==> src/rtl/spi_pkg.sv <==
// -----------------------------------------------------------------------------
// spi_pkg
// Shared width constants and the arbiter state type. spi_interface uses the
// same width constants, so the latched fields connect straight across.
//   META_W   : meta byte width
//   PREFIX_W : name prefix width
//   DATA_W   : payload width
//   arb_state_t : IDLE / LAUNCH / WAIT
// -----------------------------------------------------------------------------
package spi_pkg;

   localparam int META_W   = 8;
   localparam int PREFIX_W = 64;
   localparam int DATA_W   = 256;

   typedef enum logic [1:0] {
      IDLE   = 2'd0,
      LAUNCH = 2'd1,
      WAIT   = 2'd2
   } arb_state_t;

endpackage : spi_pkg

==> src/rtl/spi_rr_arbiter.sv <==
// -----------------------------------------------------------------------------
// spi_rr_arbiter
// Combinational round-robin selector. The search starts at rr_ptr and wraps
// modulo N_REQ. The first valid requester found wins.
// Ports:
//   req_valid [N_REQ]        : pending requests
//   rr_ptr    [clog2(N_REQ)] : highest-priority index for this search
//   grant     [N_REQ]        : one-hot winner (0 when nothing is valid)
//   grant_idx [clog2(N_REQ)] : encoded winner index (0 when nothing is valid)
//   any_valid                : at least one requester is valid
// -----------------------------------------------------------------------------
module spi_rr_arbiter #(
   parameter int N_REQ = 4
) (
   input  logic [N_REQ-1:0]         req_valid,
   input  logic [$clog2(N_REQ)-1:0] rr_ptr,
   output logic [N_REQ-1:0]         grant,
   output logic [$clog2(N_REQ)-1:0] grant_idx,
   output logic                     any_valid
);

   localparam int IDX_W = $clog2(N_REQ);

   // The sum is one bit wider than an index, so ptr + offset (< 2*N_REQ)
   // cannot overflow before the modulo fold.
   logic [IDX_W:0]   sum;
   logic [IDX_W-1:0] cand;

   always_comb begin
      grant     = '0;
      grant_idx = '0;
      any_valid = 1'b0;
      sum       = '0;
      cand      = '0;
      for (int k = 0; k < N_REQ; k++) begin
         sum = {1'b0, rr_ptr} + (IDX_W+1)'(k);
         if (sum >= (IDX_W+1)'(N_REQ)) begin
            sum = sum - (IDX_W+1)'(N_REQ);
         end
         cand = sum[IDX_W-1:0];
         if (!any_valid && req_valid[cand]) begin
            grant[cand] = 1'b1;
            grant_idx   = cand;
            any_valid   = 1'b1;
         end
      end
   end

endmodule : spi_rr_arbiter

==> src/rtl/spi_tx_arbiter.sv <==
// -----------------------------------------------------------------------------
// spi_tx_arbiter
// Shares the single spi_interface transmit path among N_REQ packet sources.
// A granted packet is latched, launched with a one-cycle TX_valid pulse, and
// the link is held until spi_interface reports tx_done.
//
// Optional feature macro: SPI_ARB_TIMEOUT_EN
//   When it is defined, a watchdog abandons a WAIT after TIMEOUT_CYCLES cycles
//   without tx_done and pulses timeout_err. When it is undefined, WAIT lasts
//   until tx_done and timeout_err is tied to 0.
//
// Ports:
//   clk, rst                 : clock, synchronous active-high reset
//   req_valid / req_ready    : per-requester handshake (see below)
//   req_meta/prefix/data     : per-requester fields, requester i at [i*W +: W]
//   TX_valid                 : one-cycle launch pulse to spi_interface
//   packet_*_input           : latched fields, stable from grant to next grant
//   tx_done                  : completion pulse from spi_interface
//   grant_id                 : index of the current/last link owner
//   busy                     : registered, high in LAUNCH and WAIT
//   timeout_err              : one-cycle watchdog pulse
//   tx_count                 : completed packets, wraps at 16 bits
//   fsm_state                : current state, for observation
//
// Handshake: req_ready is combinational and one-hot, nonzero only in IDLE.
// A packet transfers on the rising edge where req_valid[i] & req_ready[i].
// req_ready never depends on anything other than state, rr_ptr and
// req_valid. A requester may hold req_valid for as long as it likes.
// -----------------------------------------------------------------------------
module spi_tx_arbiter
   import spi_pkg::*;
#(
   parameter int N_REQ          = 4,
   parameter int TIMEOUT_CYCLES = 1024
) (
   input  logic                         clk,
   input  logic                         rst,
   input  logic [N_REQ-1:0]             req_valid,
   output logic [N_REQ-1:0]             req_ready,
   input  logic [N_REQ*META_W-1:0]      req_meta,
   input  logic [N_REQ*PREFIX_W-1:0]    req_prefix,
   input  logic [N_REQ*DATA_W-1:0]      req_data,
   output logic                         TX_valid,
   output logic [META_W-1:0]            packet_meta_data_input,
   output logic [PREFIX_W-1:0]          packet_prefix_input,
   output logic [DATA_W-1:0]            packet_data_input,
   input  logic                         tx_done,
   output logic [$clog2(N_REQ)-1:0]     grant_id,
   output logic                         busy,
   output logic                         timeout_err,
   output logic [15:0]                  tx_count,
   output arb_state_t                   fsm_state
);

   localparam int IDX_W = $clog2(N_REQ);

   arb_state_t         state;
   arb_state_t         next_state;
   logic [IDX_W-1:0]   rr_ptr;

   logic [N_REQ-1:0]   arb_grant;
   logic [IDX_W-1:0]   arb_idx;
   logic               arb_any;
   logic               wd_expire;

   logic [META_W-1:0]   sel_meta;
   logic [PREFIX_W-1:0] sel_prefix;
   logic [DATA_W-1:0]   sel_data;

   logic grant_fire;

   spi_rr_arbiter #(
      .N_REQ (N_REQ)
   ) u_rr (
      .req_valid (req_valid),
      .rr_ptr    (rr_ptr),
      .grant     (arb_grant),
      .grant_idx (arb_idx),
      .any_valid (arb_any)
   );

   assign fsm_state  = state;
   assign grant_fire = (state == IDLE) && arb_any;

   // State register
   always_ff @(posedge clk) begin
      if (rst) begin
         state <= IDLE;
      end else begin
         state <= next_state;
      end
   end

   // Next-state logic. Completion wins over the watchdog when both land
   // in the same WAIT cycle.
   always_comb begin
      next_state = state;
      case (state)
         IDLE:    if (arb_any) next_state = LAUNCH;
         LAUNCH:  next_state = WAIT;
         WAIT: begin
            if (tx_done) begin
               next_state = IDLE;
            end else if (wd_expire) begin
               next_state = IDLE;
            end
         end
         default: next_state = IDLE;
      endcase
   end

   // Output logic
   always_comb begin
      req_ready = '0;
      TX_valid  = 1'b0;
      case (state)
         IDLE:    req_ready = arb_grant;
         LAUNCH:  TX_valid  = 1'b1;
         default: ;
      endcase
   end

   // Field mux driven by the one-hot grant.
   always_comb begin
      sel_meta   = '0;
      sel_prefix = '0;
      sel_data   = '0;
      for (int i = 0; i < N_REQ; i++) begin
         if (arb_grant[i]) begin
            sel_meta   = req_meta[i*META_W +: META_W];
            sel_prefix = req_prefix[i*PREFIX_W +: PREFIX_W];
            sel_data   = req_data[i*DATA_W +: DATA_W];
         end
      end
   end

   // Output registers, round-robin pointer, completion counter and busy.
   always_ff @(posedge clk) begin
      if (rst) begin
         packet_meta_data_input <= '0;
         packet_prefix_input    <= '0;
         packet_data_input      <= '0;
         grant_id               <= '0;
         rr_ptr                 <= '0;
         tx_count               <= '0;
         busy                   <= 1'b0;
      end else begin
         if (grant_fire) begin
            packet_meta_data_input <= sel_meta;
            packet_prefix_input    <= sel_prefix;
            packet_data_input      <= sel_data;
            grant_id               <= arb_idx;
            // The winner moves to lowest priority for the next search.
            if (arb_idx == IDX_W'(N_REQ - 1)) begin
               rr_ptr <= '0;
            end else begin
               rr_ptr <= arb_idx + IDX_W'(1);
            end
         end
         if ((state == WAIT) && tx_done) begin
            tx_count <= tx_count + 16'd1;
         end
         busy <= (next_state != IDLE);
      end
   end

`ifdef SPI_ARB_TIMEOUT_EN
   localparam int WD_W = $clog2(TIMEOUT_CYCLES + 1);

   logic [WD_W-1:0] wd_cnt;

   // wd_cnt counts completed WAIT cycles. The cycle that finds it at
   // TIMEOUT_CYCLES-1 is the one in which it reaches TIMEOUT_CYCLES.
   assign wd_expire = (wd_cnt == WD_W'(TIMEOUT_CYCLES - 1));

   always_ff @(posedge clk) begin
      if (rst) begin
         wd_cnt      <= '0;
         timeout_err <= 1'b0;
      end else begin
         timeout_err <= (state == WAIT) && !tx_done && wd_expire;
         if (state == LAUNCH) begin
            wd_cnt <= '0;
         end else if ((state == WAIT) && !tx_done) begin
            wd_cnt <= wd_cnt + WD_W'(1);
         end
      end
   end
`else
   assign wd_expire   = 1'b0;
   assign timeout_err = 1'b0;
`endif

endmodule : spi_tx_arbiter

==> config.mk <==
export PLATFORM = sky130hd
export DESIGN_NAME = spi_tx_arbiter
export DESIGN_NICKNAME = d
export VERILOG_FILES = /design/src/rtl/spi_pkg.sv /design/src/rtl/spi_rr_arbiter.sv /design/src/rtl/spi_tx_arbiter.sv
export SDC_FILE = /design/constraint.sdc
export NUM_CORES = 1
export LEC_CHECK = 0
export CORE_AREA = 2 2 660 662
export CTS_CLUSTER_DIAMETER = 30
export CTS_CLUSTER_SIZE = 12
export DETAILED_ROUTE_END_ITERATION = 8
export DIE_AREA = 0 0 662 664
export GPL_TIMING_DRIVEN = 0
export PLACE_DENSITY = 0.32
export RECOVER_POWER = 25
export REMOVE_ABC_BUFFERS = 1
export SETUP_SLACK_MARGIN = 0.4
export SLEW_MARGIN = 20
export SYNTH_ARGS = -nofsm -noshare
export SYNTH_HDL_FRONTEND = slang
export SYNTH_HIERARCHICAL = 1
export SYNTH_SLANG_ARGS = --single-unit
export TNS_END_PERCENT = 1
==> constraint.sdc <==
create_clock -name clk -period 7.1 [get_ports clk]
set_input_delay 2.13 -clock clk [delete_from_list [all_inputs] [get_ports clk]]
set_output_delay 2.13 -clock clk [all_outputs]
set_load 0.02 [all_outputs]
After elaboration in Yosys (flattened, before gate mapping)
Cells that the tools add are included.
{"block": "classes", "n_eq_ne": 3, "reduce_logical": 14, "bitwise": 3, "n_mux": 50, "order_cmp": 12, "add_sub_neg": 9}
{"operator": "256-bit two-way mux", "count": 4}
{"operator": "64-bit two-way mux", "count": 4}
{"operator": "8-bit two-way mux", "count": 4}
{"operator": "2-bit two-way mux", "count": 11}
{"operator": "4-bit two-way mux", "count": 5}
{"operator": "16-bit by 1-bit adder with 16-bit output, second input constant", "count": 1}
{"operator": "1-bit two-way mux", "count": 13}
{"operator": "2-bit by 3-bit less-than comparator with 1-bit output, second input constant", "count": 4}
{"operator": "4-bit OR", "count": 3}
{"operator": "3-bit greater-or-equal comparator, second input constant", "count": 3}
{"operator": "1-bit logical AND", "count": 9}
{"operator": "1-bit binary-select mux with 2-bit select", "count": 4}
{"operator": "1-bit demux with 2-bit select", "count": 4}
{"operator": "2-bit by 1-bit greater-or-equal comparator with 1-bit output, second input constant", "count": 4}
{"operator": "2-bit by 1-bit subtractor with 2-bit output, second input constant", "count": 4}
{"operator": "2-bit by 2-bit adder with 3-bit output, second input constant", "count": 2}
{"operator": "2-bit one-hot mux with 3 select lines", "count": 1}
{"operator": "2-bit == test, second input constant", "count": 2}
{"operator": "2-bit by 1-bit adder with 3-bit output, second input constant", "count": 1}
{"operator": "2-bit by 3-bit greater-or-equal comparator with 1-bit output, second input constant", "count": 1}
{"operator": "1-bit logical NOT", "count": 3}
{"operator": "2-bit by 1-bit adder with 2-bit output, second input constant", "count": 1}
{"operator": "2-bit by 1-bit == test with 1-bit output, second input constant", "count": 1}
{"operator": "2-bit logical NOT", "count": 1}
{"operator": "2-bit nonzero test", "count": 1}
{"block": "totals", "reg_bits": 351, "elab_cells": 99, "out_inout_bits": 355}

Longest topological paths before layout
Gate-level depths: netlist of the first run.
{"block": "depth", "word_depth": 18, "depth_mapped": 16}

Modules after synthesis
The synthesis of the first run kept the hierarchy.
{"mod": "spi_tx_arbiter", "cells_per_inst": 2749, "instances": 1, "area_each_um2": 22308.9, "seq_area_each_um2": 7026.7}
{"mod": "spi_rr_arbiter", "cells_per_inst": 45, "instances": 1, "area_each_um2": 421.7, "seq_area_each_um2": 0.0}

Worst setup path before layout of the first run
OpenSTA, ideal clock, no wires.
{"block": "synth_path", "kind": "input to output", "startpoint": "input req_valid[2]", "endpoint": "output req_ready[3]", "setup_slack_ns": 0.672, "cell_stages": 9, "path_buffers": 4, "required_time_ns": 4.970, "t_arrival_ns": 4.298, "cell_sequence": "mux4_2 -> buf_6 -> nor4b_4 -> a22oi_1 -> o21ai_0 -> buf_2 -> buf_2 -> buf_1 -> and2_1"}
{"block": "synth_between", "elab_chain_cells": 13, "word_cells_on_any_way": 25}
{"element": "start, declared", "line": "spi_tx_arbiter.sv:38", "source": "input logic [N_REQ-1:0] req_valid,"}
{"element": "1-bit binary-select mux with 2-bit select", "line": "spi_rr_arbiter.sv:41", "source": "if (!any_valid && req_valid[cand]) begin"}
{"element": "1-bit two-way mux (implied by the code)", "line": "spi_rr_arbiter.sv:41"}
{"element": "1-bit two-way mux", "line": "spi_rr_arbiter.sv:41"}
{"element": "1-bit logical NOT", "line": "spi_rr_arbiter.sv:41"}
{"element": "1-bit logical AND", "line": "spi_rr_arbiter.sv:41"}
{"element": "1-bit two-way mux", "line": "spi_rr_arbiter.sv:41"}
{"element": "1-bit logical NOT", "line": "spi_rr_arbiter.sv:41"}
{"element": "1-bit logical AND", "line": "spi_rr_arbiter.sv:41"}
{"element": "1-bit two-way mux", "line": "spi_rr_arbiter.sv:41"}
{"element": "1-bit logical NOT", "line": "spi_rr_arbiter.sv:41"}
{"element": "1-bit logical AND", "line": "spi_rr_arbiter.sv:41"}
{"element": "4-bit two-way mux (*)", "line": "spi_rr_arbiter.sv:41"}
{"element": "named net arb_grant[3]", "line": "spi_tx_arbiter.sv:61", "source": "logic [N_REQ-1:0] arb_grant;"}
{"element": "4-bit two-way mux (*)", "line": "spi_tx_arbiter.sv:116", "source": "case (state)"}
{"element": "end, declared", "line": "spi_tx_arbiter.sv:39", "source": "output logic [N_REQ-1:0] req_ready,"}
Mark *: on every way through the listed nets, which the timed path passes. The rest lies on a longest branch. The select of a mux whose other input is x is not followed.

Worst setup path after layout of the first run
{"block": "layout_path", "startpoint": "input req_valid[1]", "endpoint": "output req_ready[1]"}
Same word-level chain as after synthesis.

==> impl_metrics.csv, run 1 <==
group,metric,value,unit
cells_and_area,nets,5763,
timing,hold_viol,0,
timing,setup_viol,0,
global_routing,grt_use_total,0.123,
critical_path,rr_worst_depth,19,
cells_and_area,post-route-cell-area,54300,um^2
logic_synthesis,synth_seq_cells,351,
routing,drtPass1Iterations,5,
min_path,hold_end,"grant_id[1]",
cts,clock-root-buffer,"clkbuf_16",
logic_synthesis,synth_edf_count,0,
cells_and_area,stdcell_count,10400,
timing,hold_ws,0.465,ns
timing,worst_pin_slew,2.13,ns
place,placed_cell_area,48200,um^2
status,violations,"max-capacitance violations, max-slew violations",
timing,final_max_slew_viol_count,28,
critical_path,end_kind,"output pin",
timing,relSlewSlack,-0.422,
logic_synthesis,synth_area,22700,um^2
pwr,p_clk_frac,0.292,
cts,cts_buffers,182,
floorplan,core-area,433000,um^2
min_path,hold_start,"grant_id[1]",
pwr,internal_power,0.0145,W
routing,via_per_inst,3.05,
global_routing,grt_pass1_wl,352,mm
cts,clkTransAtPathRegs,0.04,ns
pwr,p_switching,0.0115,W
timing,min_period_over_period,0.927,
timing,rsz0062_at_grt,"false",
place,io_buffers,1672,
cts,cts_tree,"built",
cts,cts_buffer_depth,4,
pwr,power_density,479,nW/um^2
logic_synthesis,yosysTopAreaCellShare,0.309,
pwr,p_comb_frac,0.590,
logic_synthesis,seq_area_frac_synth,0.309,
timing,fmax,152,MHz
logic_synthesis,yosys-top-cells-area,"dfxtp_1, a221o_1, a221oi_2, a21oi_1, nor3_1",
place,placed_cells,9977,
critical_path,required,4.97,ns
routing,wl_per_cell,27.2,um
logic_synthesis,yosysTopAreaCell,"dfxtp_1",
run,cap_violations,1,
cells_and_area,area_growth,139,%
critical_path,r2r-start,"rr_ptr[0]",
logic_synthesis,synthCells,2794,
pwr,peakVddDrop,0.198,mV
timing,skew,0.0612,ns
routing,drc,0,
cells_and_area,layout_commonest_cell,"clkdlybuf4s50_1",
critical_path,critPathArrivalTime,4.45,ns
min_path,whs_path_depth,2,
pwr,pwr-share-seq,0.119,
floorplan,initial_core_util,0.0525,
cts,cts_sinks,351,
logic_synthesis,syn_avg_cell_area,8.14,um^2
status,status,"finished with violations",
logic_synthesis,ys_async_sr_fraction,0,
place,place.gp.congestion,0.898,
global_routing,grt_pass1_vias,32100,
floorplan,die_x,662,um
critical_path,startpoint,"req_valid[1]",
logic_synthesis,synth-main-ff-cell,"dfxtp_1",
global_routing,overflow,0,
critical_path,crit_fanout,13,
critical_path,r2r_setup_slack,1.40,ns
routing,ant_nets,0,
routing,wl,282,mm
floorplan,core.rowCount,242,
cells_and_area,final_cell_mix,"clkdlybuf4s50_1, dfxtp_1, nor2_1",
pwr,p_leak,19.6,nW
floorplan,die_y,664,um
pwr,power_switching_share,0.441,
critical_path,critPathKind,"in2out",
timing,final.min_clock_period,6.58,ns
critical_path,r2r_end,"packet_prefix_input[44]",
cts,clk_latency,0.88,ns
place,hpwl,244,mm
floorplan,io_pins,1674,
logic_synthesis,synth_cell_types,46,
cts,cts_max_level,4,
logic_synthesis,ys_warn_count,6,
routing,detail_route.iter0.violations,1865,
cells_and_area,post-route-util,0.125,
critical_path,cp-start-kind,"input pin",
global_routing,antenna_found_initial,232,
min_path,hold_path_class,"reg2reg",
cts,hold_buffers,0,
routing,num_vias,31600,
global_routing,grt_max_degree,75,
cells_and_area,drive_gt1_frac,0.136,
floorplan,dieArea,440000,um^2
[per-layer routing]
layer	vias to the layer above	track usage	wire (um)
met5	-	0	607
met4	90	0.0390	10900
met3	645	0.0466	26100
met2	1634	0.212	135000
met1	15200	0.138	109000
li1	14000	-	-
[how the worst max path moves through the flow]
| stage | end | slack, ns | cells after the start |
|---|---|---|---|
| 6_report | req_ready[1] | 0.52 | 9 |
| 5_1_grt | req_ready[1] | 0.40 | 9 |
| 4_1_cts | req_ready[1] | 0.21 | 10 |
| 3_5_place_dp | req_ready[1] | -0.40 | 9 |
| 3_3_place_gp | packet_prefix_input[44] | -242.51 | 9 |
| 2_1_floorplan | packet_meta_data_input[6] | -63.14 | 8 |
[cell families (layout without fill, tap and decap cells)]
logic type / count (synthesis) / in the layout / share of synthesized area
AOI/OAI and AO/OA: 1019 / 1019 / 0.410
and+or+nand+nor: 727 / 727 / 0.144
buffers and inverters: 673 / 2459 / 0.123
DFF: 351 / 351 / 0.309
xor gates and xnor gates: 8 / 8 / 0.00308
muxes: 8 / 8 / 0.00611
adders and majority gates: 7 / 7 / 0.00385
other: 1 / 37 / 0.000165
[Yosys cell counts (2+ instances only)]
| library cell | instances |
|---|---|
| dfxtp_1 | 351 |
| nor2_1 | 344 |
| a21oi_1 | 340 |
| inv_1 | 333 |
| nor3_1 | 332 |
| a221o_1 | 328 |
| a221oi_2 | 210 |
| clkbuf_1 | 203 |
| a221oi_1 | 118 |
| buf_2 | 101 |
| buf_6 | 19 |
| buf_1 | 16 |
| nand2_1 | 11 |
| o21ai_0 | 9 |
| a22oi_1 | 8 |
| ha_1 | 7 |
| nand4_1 | 6 |
| or3_1 | 6 |
| and2_1 | 5 |
| nand3_1 | 5 |
| xnor2_1 | 4 |
| xor2_1 | 4 |
| and4_1 | 3 |
| mux2i_1 | 3 |
| nor2b_1 | 3 |
| mux4_1 | 2 |
| mux4_2 | 2 |
| nand2b_1 | 2 |
| nor4_1 | 2 |
[flip-flops by register name, indices dropped and copies added (netlist names)]
signal                  count
fsm_state                   2
packet_data_input         256
packet_meta_data_input      8
busy                        1
tx_count                   16
grant_id                    2
rr_ptr                      2
packet_prefix_input        64
[metrics by stage]
stage               worst slack (ns)  TNS (ns)  total power [W]
CTS                            0.210         0           0.0268
detailed placement            -0.398     -1.57           0.0189
global route                   0.395         0           0.0276
floorplan                     -63.14         -           0.0128
finish                         0.521         0           0.0260
global placement             -242.51         -           0.0156
[power by group through the flow]
stage	Clock, W	Combinational (W)	Sequential (W)
2_1_floorplan	0	0.00876	0.00402
3_3_place_gp	0	0.0128	0.00275
3_5_place_dp	0	0.0157	0.00313
4_1_cts	0.00789	0.0158	0.00311
5_1_grt	0.00796	0.0164	0.00318
6_report	0.00758	0.0153	0.00308
[critical path, cell delays in order]
cell and delay, ns:
dlymetal6s2s_1 0.16, mux4_2 0.53, clkbuf_1 0.36, a22oi_2 0.34
o21ai_4 0.11, buf_16 0.19, buf_16 0.16, and2_1 0.14
dlygate4sd2_1 0.31
[layout make-up]
class,count,area (um^2)
Antenna cell,36,90.1
Timing Repair Buffer,1799,19800
Clock buffer,292,5560
Multi-Input combinational cell,1770,12900
Clock inverter,35,440
Sequential cell,351,7030
Fill cell,49500,378000
Inverter,333,1250
Tap cell,5734,7170
[timing repair]
action,4_1_cts,5_1_grt
setup endpoints to repair,4,4
gates resized for setup,5,10
setup buffers,10,0
pin swaps,4,1
Power figures use the tool's default switching activity.
==> inputs of run 2 (changes only) <==
- CTS_CLUSTER_SIZE: 12 -> default
==> impl_metrics.csv, run 2 (synthesis results as in run 1) <==
group,metric,value,unit
global_routing,gr-usage-met1,0.139,
cells_and_area,nets,5763,
timing,skew,0.0551,ns
floorplan,dieArea,440000,um^2
timing,relSlewSlack,-0.451,
global_routing,antenna_found_initial,231,
place,io_buffers,1672,
place,placed_cells,9977,
global_routing,grt_most_used_layer,"met2",
pwr,p_total,0.0260,W
run,cap_violations,1,
cells_and_area,top_register,"packet_data_input",
routing,drtPass1Iterations,5,
status,violations,"max-capacitance violations, max-slew violations",
global_routing,grt_pass1_vias,32000,
floorplan,core.rowCount,242,
timing,fmax,152,MHz
timing,worst_slack,0.522,ns
routing,detail_route.iter0.violations,1721,
timing,worst_pin_slew,2.18,ns
status,status,"finished with violations",
cells_and_area,layout_commonest_cell,"clkdlybuf4s50_1",
timing,min_period_over_period,0.927,
place,place.gp.congestion,0.898,
place,placed_cell_area,48200,um^2
critical_path,r2r_setup_slack,1.41,ns
pwr,power_density,479,nW/um^2
timing,final.min_clock_period,6.58,ns
critical_path,critPathKind,"in2out",
floorplan,io_pins,1674,
floorplan,die_x,662,um
floorplan,core-area,433000,um^2
cells_and_area,largest_reg_flops,256,
global_routing,grt_use_total,0.123,
timing,rsz0062_at_grt,"false",
routing,drc,0,
cts,cts_max_level,4,
cells_and_area,post-route-cell-area,54300,um^2
critical_path,crit_fanout,13,
routing,via_per_inst,3.05,
cells_and_area,stdcell_count,10400,
cts,clock-root-buffer,"clkbuf_16",
global_routing,grt_pass1_wl,351,mm
critical_path,required,4.97,ns
pwr,peakVddDrop,0.199,mV
floorplan,die_y,664,um
cts,cts_buffer_depth,4,
cells_and_area,final_cell_mix,"clkdlybuf4s50_1, dfxtp_1, nor2_1",
routing,ant_nets,0,
cells_and_area,top_regs,"packet_data_input x256, packet_prefix_input x64, tx_count x16",
place,dp_slack,-0.398,ns
critical_path,cp-start-kind,"input pin",
global_routing,grt_max_degree,75,
cells_and_area,drive_gt1_frac,0.136,
timing,final_max_slew_viol_count,28,
routing,wl_per_cell,27.2,um
timing,setup_tns,0,ns
cts,cts_tree,"built",
global_routing,met2_usage,0.212,
global_routing,grt_util_met3,0.0455,
place,hpwl,244,mm
critical_path,end_kind,"output pin",
timing,setup_viol,0,
min_path,hold_path_class,"reg2reg",
cts,clkTransAtPathRegs,0.04,ns
min_path,whs_path_depth,2,
global_routing,overflow,0,
cts,clk_latency,0.88,ns
routing,num_vias,31600,
critical_path,critPathArrivalTime,4.45,ns
pwr,p_leak,19.6,nW
cts,cts_buffers,182,
timing,hold_viol,0,
floorplan,initial_core_util,0.0525,
routing,wl,282,mm
cells_and_area,area_growth,139,%
cts,cts_sinks,351,
critical_path,rr_worst_depth,19,
[run 2: cell types whose count changed in the layout (fill, tap and decap cells not counted)]
cell             change
clkinv_2             +1
clkdlybuf4s50_1      -1
diode_2              +5
clkbuf_1             +1
clkbuf_8             -2
a221oi_1             -1
dlygate4sd3_1        +1
a221oi_2             +1
[run 2: worst paths after layout]
check	from	end
hold reg to reg	grant_id[1]	grant_id[1]
setup / recovery	req_valid[3]	req_ready[1]
hold / removal	grant_id[1]	grant_id[1]
setup reg to reg	rr_ptr[0]	packet_prefix_input[44]
[run 2: worst max-delay path, cell delays in order]
cell	delay, ns
clkbuf_1	0.14
mux4_2	0.55
clkbuf_1	0.35
a22oi_2	0.34
o21ai_4	0.11
buf_16	0.19
buf_16	0.16
and2_1	0.14
dlygate4sd2_1	0.31
[run 2: power breakdown]
part	total (W)	switching, W	internal (W)
Combinational	0.0153	0.00887	0.00647
Clock	0.00757	0.00220	0.00537
Sequential	0.00308	0.000392	0.00269
[run 2: final cells by class]
| type | instances | area, um^2 |
|---|---|---|
| Multi-Input combinational cell | 1770 | 12900 |
| Antenna cell | 41 | 103 |
| Clock buffer | 291 | 5530 |
| Timing Repair Buffer | 1799 | 19800 |
| Tap cell | 5734 | 7170 |
| Clock inverter | 36 | 445 |
| Fill cell | 49500 | 378000 |
| Inverter | 333 | 1250 |
| Sequential cell | 351 | 7030 |
[run 2: per-layer routing]
| metal | vias up | routed length (um) |
|---|---|---|
| li1 | 14000 | - |
| met1 | 15200 | 109000 |
| met2 | 1642 | 136000 |
| met3 | 624 | 25700 |
| met4 | 86 | 10500 |
| met5 | - | 583 |
[run 2: through the flow]
step                 util  hold slack [ns]
detailed placement  0.111            0.458
CTS                 0.125            0.467
global placement    0.104            0.460
global route        0.125            0.491
finish              0.125            0.465
floorplan               -            0.528
[run 2: timing repair]
item / in CTS / in global routing
endpoints found under the setup margin: 4 / 4
buffers inserted: 10 / 0
cloned: 0 / 0
hold buffers: 0 / 0
endpoints found under the hold margin: 0 / 0
resized for setup: 5 / 10
pin swaps: 4 / 1
